**src/rtl/core_pkg.sv**
```systemverilog
// rtl/core_pkg.sv - shared register-file constants and types for the core writeback path
package core_pkg;
   localparam int XLEN       = 32;
   localparam int REG_ADDR_W = 5;
   localparam int NUM_REGS   = 32;
   localparam logic [REG_ADDR_W-1:0] REG_ZERO = 5'd0;

   typedef logic [REG_ADDR_W-1:0] reg_addr_t;

   typedef enum logic [1:0] {
      GNT_NONE = 2'd0,
      GNT_EX   = 2'd1,
      GNT_LSU  = 2'd2
   } gnt_e;
endpackage

```
**src/rtl/core_reg_sb.sv**
```systemverilog
// rtl/core_reg_sb.sv - load scoreboard: busy bit per register, set/clear and 3-way hazard lookup
module core_reg_sb
   import core_pkg::*;
(
   input  logic                       clk,
   input  logic                       rst,
   input  logic                       set_en,
   input  reg_addr_t                  set_addr,
   input  logic                       clr_en,
   input  reg_addr_t                  clr_addr,
   input  logic [2:0][REG_ADDR_W-1:0] look_addr,
   output logic [2:0]                 look_hz
);

   logic [NUM_REGS-1:0] busy_q;
   logic [NUM_REGS-1:0] busy_d;

   always_comb begin
      busy_d = busy_q;
      if (clr_en && clr_addr != REG_ZERO) busy_d[clr_addr] = 1'b0;
      // set is applied last so a same-cycle set/clear leaves the register busy
      if (set_en && set_addr != REG_ZERO) busy_d[set_addr] = 1'b1;
      busy_d[0] = 1'b0;
   end

   always_ff @(posedge clk) begin
      if (rst) busy_q <= '0;
      else     busy_q <= busy_d;
   end

   // a register whose load data is being written this cycle is covered by bypass
   always_comb begin
      look_hz = '0;
      for (int i = 0; i < 3; i++) begin
         look_hz[i] = (look_addr[i] != REG_ZERO) && busy_q[look_addr[i]] &&
                      !(clr_en && clr_addr == look_addr[i]);
      end
   end

endmodule

```
**src/rtl/core_reg_wbctrl.sv**
```systemverilog
// rtl/core_reg_wbctrl.sv - regfile write-port arbiter (EX/LSU), load stall and read bypass
module core_reg_wbctrl
   import core_pkg::*;
#(
   parameter int XLEN        = core_pkg::XLEN,
   parameter int EX_MAX_WAIT = 4
) (
   input  logic            CLK,
   input  logic            RST,
   input  logic            ISSUE_VALID,
   input  logic [4:0]      ISSUE_RS1ADDR,
   input  logic [4:0]      ISSUE_RS2ADDR,
   input  logic [4:0]      ISSUE_RDADDR,
   input  logic            ISSUE_IS_LOAD,
   output logic            ISSUE_STALL,
   input  logic            EX_WB_VALID,
   input  logic [4:0]      EX_WB_ADDR,
   input  logic [XLEN-1:0] EX_WB_DATA,
   output logic            EX_WB_READY,
   input  logic            LSU_WB_VALID,
   input  logic [4:0]      LSU_WB_ADDR,
   input  logic [XLEN-1:0] LSU_WB_DATA,
   output logic            LSU_WB_READY,
   output logic            WE,
   output logic [4:0]      WADDR,
   output logic [XLEN-1:0] WDATA,
   output logic            RS1_BYP_VALID,
   output logic [XLEN-1:0] RS1_BYP_DATA,
   output logic            RS2_BYP_VALID,
   output logic [XLEN-1:0] RS2_BYP_DATA
);

   localparam logic [3:0] MAX_WAIT = 4'(EX_MAX_WAIT);

   gnt_e            gnt;
   logic            lsu_we;
   logic            issue_fire;
   logic [2:0]      hz;
   logic [3:0]      starve_q, starve_d;
   logic            rs1_byp_valid_q, rs1_byp_valid_d;
   logic            rs2_byp_valid_q, rs2_byp_valid_d;
   logic [XLEN-1:0] rs1_byp_data_q, rs1_byp_data_d;
   logic [XLEN-1:0] rs2_byp_data_q, rs2_byp_data_d;

   always_comb begin
      gnt = GNT_NONE;
      if (EX_WB_VALID && (!LSU_WB_VALID || starve_q == MAX_WAIT)) gnt = GNT_EX;
      else if (LSU_WB_VALID)                                      gnt = GNT_LSU;

      EX_WB_READY  = (gnt == GNT_EX);
      LSU_WB_READY = (gnt == GNT_LSU);
      WADDR        = (gnt == GNT_EX) ? EX_WB_ADDR : LSU_WB_ADDR;
      WDATA        = (gnt == GNT_EX) ? EX_WB_DATA : LSU_WB_DATA;
      // x0 requests are accepted and dropped; nothing is written while in reset
      WE           = (gnt != GNT_NONE) && (WADDR != REG_ZERO) && !RST;
      lsu_we       = (gnt == GNT_LSU) && WE;
   end

   always_comb begin
      starve_d = starve_q;
      if (!EX_WB_VALID || gnt == GNT_EX) starve_d = 4'd0;
      else if (starve_q != MAX_WAIT)     starve_d = starve_q + 4'd1;
   end

   core_reg_sb u_sb (
      .clk       (CLK),
      .rst       (RST),
      .set_en    (issue_fire && ISSUE_IS_LOAD),
      .set_addr  (ISSUE_RDADDR),
      .clr_en    (lsu_we),
      .clr_addr  (LSU_WB_ADDR),
      .look_addr ({ISSUE_RDADDR, ISSUE_RS2ADDR, ISSUE_RS1ADDR}),
      .look_hz   (hz)
   );

   always_comb begin
      ISSUE_STALL = ISSUE_VALID && (|hz);
      issue_fire  = ISSUE_VALID && !ISSUE_STALL;
   end

   // the regfile returns the old value on a same-cycle collision, so capture the write
   always_comb begin
      rs1_byp_valid_d = WE && (WADDR == ISSUE_RS1ADDR);
      rs2_byp_valid_d = WE && (WADDR == ISSUE_RS2ADDR);
      rs1_byp_data_d  = rs1_byp_valid_d ? WDATA : rs1_byp_data_q;
      rs2_byp_data_d  = rs2_byp_valid_d ? WDATA : rs2_byp_data_q;
   end

   always_ff @(posedge CLK) begin
      if (RST) begin
         starve_q        <= 4'd0;
         rs1_byp_valid_q <= 1'b0;
         rs2_byp_valid_q <= 1'b0;
         rs1_byp_data_q  <= '0;
         rs2_byp_data_q  <= '0;
      end else begin
         starve_q        <= starve_d;
         rs1_byp_valid_q <= rs1_byp_valid_d;
         rs2_byp_valid_q <= rs2_byp_valid_d;
         rs1_byp_data_q  <= rs1_byp_data_d;
         rs2_byp_data_q  <= rs2_byp_data_d;
      end
   end

   assign RS1_BYP_VALID = rs1_byp_valid_q;
   assign RS1_BYP_DATA  = rs1_byp_data_q;
   assign RS2_BYP_VALID = rs2_byp_valid_q;
   assign RS2_BYP_DATA  = rs2_byp_data_q;

endmodule

```
**config.mk**
```make
export PLATFORM = sky130hd
export DESIGN_NAME = core_reg_wbctrl
export DESIGN_NICKNAME = d
export VERILOG_FILES = /design/src/rtl/core_pkg.sv /design/src/rtl/core_reg_sb.sv /design/src/rtl/core_reg_wbctrl.sv
export SDC_FILE = /design/constraint.sdc
export NUM_CORES = 1
export LEC_CHECK = 0
export BUFFER_PORTS_ARGS = -buffer_cell sky130_fd_sc_hd__buf_2
export CORE_UTILIZATION = 50
export DETAILED_ROUTE_END_ITERATION = 10
export PLACE_DENSITY_LB_ADDON = 0.2
export RECOVER_POWER = 50
export SLEW_MARGIN = 0
export SYNTH_ARGS = -nofsm -noshare
export SYNTH_HDL_FRONTEND = slang
export SYNTH_SLANG_ARGS = --single-unit
export TNS_END_PERCENT = 30
```
**constraint.sdc**
```tcl
create_clock -name CLK -period 3.2 [get_ports CLK]
set_clock_uncertainty 0.15 [all_clocks]
set_input_delay 0.48 -clock CLK [delete_from_list [all_inputs] [get_ports CLK]]
set_output_delay 0.48 -clock CLK [all_outputs]
set_load 0.05 [all_outputs]
```
==> flow_metrics.env, run 1 <==
export IMPL_status="complete, no violations"
export IMPL_syn_area_um2=5830
export IMPL_slowest_stage="dfxtp_2"
export IMPL_r2r_setup_slack_ns=0.18
export IMPL_ys_types=55
export IMPL_async_flop_share_pct=0
export IMPL_setup_worst_path_start_class="flip-flop"
export IMPL_synthAdderAreaFrac_pct=0.429
export IMPL_crit_type="reg2out"
export IMPL_cts_max_level=3
export IMPL_clockBufferDepth=2
export IMPL_ant_nets=0
export IMPL_stdcell_area_um2=7240
export IMPL_power_density_nw_per_um2=414
export IMPL_worstPathMaxFanout=8
export IMPL_wire_per_inst_um=19.0
export IMPL_synth_top_family_by_area="multiplexers"
export IMPL_r2r_end="RS2_BYP_DATA[1]"
export IMPL_hpwl_um=13100
export IMPL_cts_root_buf="clkbuf_16"
export IMPL_netlist_instances=625
export IMPL_yosysSeqAreaShare_pct=34.7
export IMPL_synth_compound_area_share_pct=13.0
export IMPL_yosys_area_share_simple_pct=17.2
export IMPL_io_buffers=201
export IMPL_cp_data_arrival_time_ns=2.46
export IMPL_holdPathEnd="starve_q[0]"
export IMPL_antenna_found_initial=0
export IMPL_coreArea_um2=11400
export IMPL_finalSetupTns_ns=0
export IMPL_worst_r2r_path_depth=10
export IMPL_antenna_cells=0
export IMPL_synth_seq_cells=101
export IMPL_clkLatencyLatePin_ns=0.37
export IMPL_grt_max_degree=61
export IMPL_rows=39
export IMPL_place_gp_congestion=0.922
export IMPL_via_count=5772
export IMPL_utilization_pct=63.4
export IMPL_crit_path_max_incr_delay_ns=0.36
export IMPL_area_delta_synth_final_pct=24.1
export IMPL_synth_xor_xnor_area_share_pct=2.55
export IMPL_chipWidth_um=110
export IMPL_peakVddDrop_mv=0.368
export IMPL_synth_edf_count=0
export IMPL_die_area_um2=12100
export IMPL_vias_per_cell=6.05
export IMPL_setup_worst_path_end_class="output port"
export IMPL_max_freq_mhz=323
export IMPL_clkSlewWorstSetupHoldPaths_ns=0.07
export IMPL_hold_slack_ns=0.293
export IMPL_drt_total_wl_um=18100
export IMPL_pin_count=202
export IMPL_critPathBufInv=3
export IMPL_crit_required_ns=2.57
export IMPL_dpl_cell_area_um2=6960
export IMPL_hold_path_depth=1
export IMPL_final_layout_size_suffix_gt1_share_pct=30.0
export IMPL_regArea_um2=2020
export IMPL_multi_input_area_um2=3550
export IMPL_initial_utilization_pct=51.1
export IMPL_dr_first_iter_drc_count=408
export IMPL_cts_buffers=9
export IMPL_p_leak_uw=0.00305
export IMPL_rsz0062_at_grt="false"
export IMPL_first_global_vias=5383
export IMPL_drv_slew=0
export IMPL_setup_viol=0
export IMPL_r2r_start="starve_q[0]"
export IMPL_critPathTopFamily="compound AO/OA/AOI/OAI gates"
export IMPL_holdCritStartpoint="starve_q[0]"
export IMPL_worst_slew_pin_slew_ns=1.22
export IMPL_ys_flop_type="dfxtp_1"
export IMPL_synth_avg_cell_area_um2=9.33
export IMPL_n_fill_cell=1036
export IMPL_worstPathCellList="inv_1, ha_1, and4b_1, buf_4, nor2_4, nand4_1, o211ai_1, o22ai_2, o21a_1, buf_2"
export IMPL_min_period_ns=3.09
export IMPL_final_common_cell="buf_2"
export IMPL_maxCapViolCount=0
export IMPL_drc=0
export IMPL_hold_viol=0
export IMPL_first_pass_iters=5
export IMPL_hp_class="reg2reg"
export IMPL_synth_warnings=0
export IMPL_final_cell_mix="buf_2 (131), nand2_1 (105), dfxtp_1 (100)"
export IMPL_slew_headroom_pct=18.7
export IMPL_synth_nets=722
export IMPL_cts_sinks=101
export IMPL_overflow=0
export IMPL_cts_tree="built"
export IMPL_nNetsFinal=903
export IMPL_min_period_over_period_pct=96.7
export IMPL_grt_pass1_wl_um=27700
export IMPL_grtUsageTotal_pct=30.3
export IMPL_synth_mux_area_share_pct=27.0
export IMPL_die_h_um=110
## how the worst max path moves through the flow
stage                startpoint         endpoint  cells past startpoint
2_1_floorplan  ISSUE_RS2ADDR[0]      ISSUE_STALL                      9
3_3_place_gp    ISSUE_RDADDR[0]      ISSUE_STALL                      8
3_5_place_dp        starve_q[0]  RS2_BYP_DATA[1]                      9
4_1_cts             starve_q[0]      ISSUE_STALL                     10
5_1_grt         ISSUE_RDADDR[0]      ISSUE_STALL                      9
6_report            starve_q[0]      ISSUE_STALL                     10
## power by group
group	internal, uW	switching [uW]
logic	196	443
clock network	548	536
registers	1270	6.56
total	2010	985
## kinds of logic (layout without fill, tap and decap cells)
logic type	after synthesis	count (layout)
AND/OR/NAND/NOR	207	207
multiplexers	133	133
flip-flops	101	101
AO/OA/AOI/OAI	98	98
buffers and inverters	67	253
XOR/XNOR	17	17
adder cells (fa/ha/maj)	2	2
## layer usage
layer	track usage [%]	routed length, um
met1	37.8	7330
met2	49.9	8710
met3	7.64	1610
met4	12.6	490
met5	0	0
## metrics by stage
| stage | std cells | total power, uW | setup slack, ns |
|---|---|---|---|
| 2_1_floorplan | 625 | 1750 | 0.00583 |
| 3_3_place_gp | 934 | 1920 | 0.141 |
| 3_5_place_dp | 934 | 1930 | 0.103 |
| 4_1_cts | 952 | 3010 | 0.0200 |
| 5_1_grt | 954 | 3100 | 0.0166 |
| 6_report | 954 | 3000 | 0.105 |
## state kept, by name (all words and copies together), names as in the netlist
| signal | count |
|---|---|
| RS1_BYP_DATA | 32 |
| RS2_BYP_DATA | 32 |
| u_sb.busy_q | 31 |
| starve_q | 4 |
| RS1_BYP_VALID | 1 |
| RS2_BYP_VALID | 1 |
## cells in the mapped netlist (3+ instances only)
library cell / n / share of area, %
a21oi_1: 10 / 0.86
and3_1: 7 / 0.75
buf_1: 4 / 0.26
buf_2: 16 / 1.4
buf_6: 4 / 0.77
clkbuf_1: 29 / 1.9
dfxtp_1: 101 / 35
inv_1: 13 / 0.84
mux2_2: 43 / 8.3
mux2i_1: 73 / 13
mux4_2: 15 / 5.8
nand2_1: 106 / 6.8
nand2b_1: 6 / 0.64
nand3_1: 14 / 1.2
nand3b_1: 5 / 0.64
nand4_1: 5 / 0.54
nor2_1: 18 / 1.2
nor2b_1: 18 / 1.9
nor3_1: 6 / 0.51
nor4_1: 4 / 0.43
o211ai_1: 32 / 4.1
o21ai_1: 3 / 0.26
o22ai_1: 3 / 0.32
o41ai_1: 31 / 4.7
or4_1: 3 / 0.39
xnor2_1: 7 / 1.1
xor2_1: 10 / 1.5
## final cells by class
class	count	share of cell area (%)
tap	143	2.47
multi-input combinational	457	49.1
clock buffer	9	3.11
clock inverter	7	0.916
sequential	101	27.9
timing repair buffer	223	15.7
inverter	14	0.726
## what timing repair did
item	4_1_cts	5_1_grt
buffers inserted	2	1
resized for setup	3	5
cloned	0	1
setup endpoints to repair	1	29
pin swaps	2	2
hold buffers	0	0
(Power assumes the default switching activity.)
==> run 2: changes to the inputs <==
- PLACE_DENSITY: unset -> 0.83
- PLACE_DENSITY_LB_ADDON: 0.2 -> unset
==> run 2 against run 1 <==
Final cell count increased by 0.42%. Routed wire length increased by 2.5%. First-iteration DRC count increased by 41%. Via count increased by 0.17%. Clock power about the same. Largest cell class unchanged. Sequential power about the same.
==> flow_metrics.env, run 2 (same netlist as run 1, synthesis figures left out) <==
export IMPL_status="complete, no violations"
export IMPL_maxCapViolCount=0
export IMPL_initial_utilization_pct=51.1
export IMPL_finalSetupTns_ns=0
export IMPL_power_density_nw_per_um2=411
export IMPL_min_period_ns=3.08
export IMPL_dr_first_iter_drc_count=577
export IMPL_final_cell_mix="buf_2 (130), nand2_1 (106), dfxtp_1 (100)"
export IMPL_setup_viol=0
export IMPL_setup_worst_path_end_class="output port"
export IMPL_setup_worst_path_start_class="flip-flop"
export IMPL_final_common_cell="buf_2"
export IMPL_wire_per_inst_um=19.4
export IMPL_slew_headroom_pct=34.2
export IMPL_overflow=0
export IMPL_cts_tree="built"
export IMPL_max_freq_mhz=324
export IMPL_clkSlewWorstSetupHoldPaths_ns=0.07
export IMPL_die_h_um=110
export IMPL_r2r_setup_slack_ns=0.20
export IMPL_final_layout_size_suffix_gt1_share_pct=30.2
export IMPL_p_leak_uw=0.00306
export IMPL_cp_data_arrival_time_ns=2.45
export IMPL_crit_type="reg2out"
export IMPL_area_delta_synth_final_pct=24.6
export IMPL_min_period_over_period_pct=96.4
export IMPL_clockBufferDepth=2
export IMPL_die_area_um2=12100
export IMPL_pin_count=202
export IMPL_place_gp_congestion=0.943
export IMPL_nNetsFinal=906
export IMPL_cts_sinks=101
export IMPL_worst_slew_pin_slew_ns=0.986
export IMPL_cts_buffers=9
export IMPL_chipWidth_um=110
export IMPL_io_buffers=201
export IMPL_first_global_vias=5158
export IMPL_grtUsageTotal_pct=29.2
export IMPL_ant_nets=0
export IMPL_antenna_found_initial=1
export IMPL_peakVddDrop_mv=0.282
export IMPL_grt_pass1_wl_um=26800
export IMPL_cts_max_level=3
export IMPL_rows=39
export IMPL_vias_per_cell=6.04
export IMPL_coreArea_um2=11400
export IMPL_crit_required_ns=2.57
export IMPL_hold_viol=0
export IMPL_drc=0
export IMPL_first_pass_iters=7
export IMPL_multi_input_area_um2=3550
export IMPL_grt_max_degree=82
export IMPL_drv_slew=0
export IMPL_hp_class="reg2reg"
export IMPL_n_fill_cell=962
export IMPL_regArea_um2=2020
export IMPL_via_count=5782
export IMPL_p_total_uw=2990
export IMPL_clkLatencyLatePin_ns=0.35
export IMPL_cts_root_buf="clkbuf_16"
export IMPL_hpwl_um=13200
export IMPL_worstPathMaxFanout=5
export IMPL_rsz0062_at_grt="false"
export IMPL_drt_total_wl_um=18600
run 2: changes by cell type in the layout (fill, tap and decap cells not counted), moves of 2 or more:
cell,before,now
buf_4,14,20
clkinv_4,3,0
clkbuf_2,3,1
clkinv_2,0,2
clkinvlp_4,0,2
run 2: worst paths after layout:
check | start | end | depth (start not counted)
min | starve_q[0] | starve_q[0] | 1
max | starve_q[0] | ISSUE_STALL | 10
min reg2reg | starve_q[0] | starve_q[0] | 1
max reg2reg | starve_q[0] | RS2_BYP_DATA[9] | 11
run 2: per-stage QoR:
stage          instances  area (um^2)  util, %  setup WS, ns  hold slack (ns)
6_report             958         7270     63.6         0.116            0.283
5_1_grt              957         7260     63.6        0.0130            0.295
4_1_cts              954         7300     63.9        0.0551            0.309
3_5_place_dp         935         6980     61.1         0.114            0.294
3_3_place_gp         935         6980     61.1         0.156            0.289
2_1_floorplan        625         5840        -       0.00583            0.280
run 2: area by class of cell:
class / instances / share of cell area [%]
antenna: 1 / 0.0344
sequential: 101 / 27.8
multi-input combinational: 457 / 48.9
inverter: 14 / 0.740
timing repair buffer: 226 / 16.0
clock buffer: 10 / 3.29
clock inverter: 6 / 0.775
tap: 143 / 2.46
run 2: repair_timing:
item | CTS | global route
endpoints found under the setup margin | 1 | 16
gates resized for setup | 2 | 7
cloned | 0 | 1
pin swaps | 1 | 1
buffers inserted | 3 | 2
hold buffers | 0 | 0
run 2: report_power, final:
group          internal, uW  switching [uW]
combinational           197             443
clock                   563             511
sequential             1270            7.14
run 2: critical path: stages (launching register included):
cell,delay [ns]
dfxtp_2,0.35
inv_1,0.05
ha_1,0.23
and4b_2,0.24
a2111oi_2,0.22
buf_4,0.20
nand4_1,0.12
nor3_2,0.14
o22ai_1,0.13
o21a_1,0.23
buf_4,0.20
run 2: routing by layer:
layer / share of wire, % / up-vias / track usage, %
met5: 0 / - / 0
met4: 3.2 / 0 / 13.7
met3: 11 / 62 / 7.23
met2: 47 / 346 / 45.7
met1: 40 / 2707 / 37.8
li1: - / 2667 / -
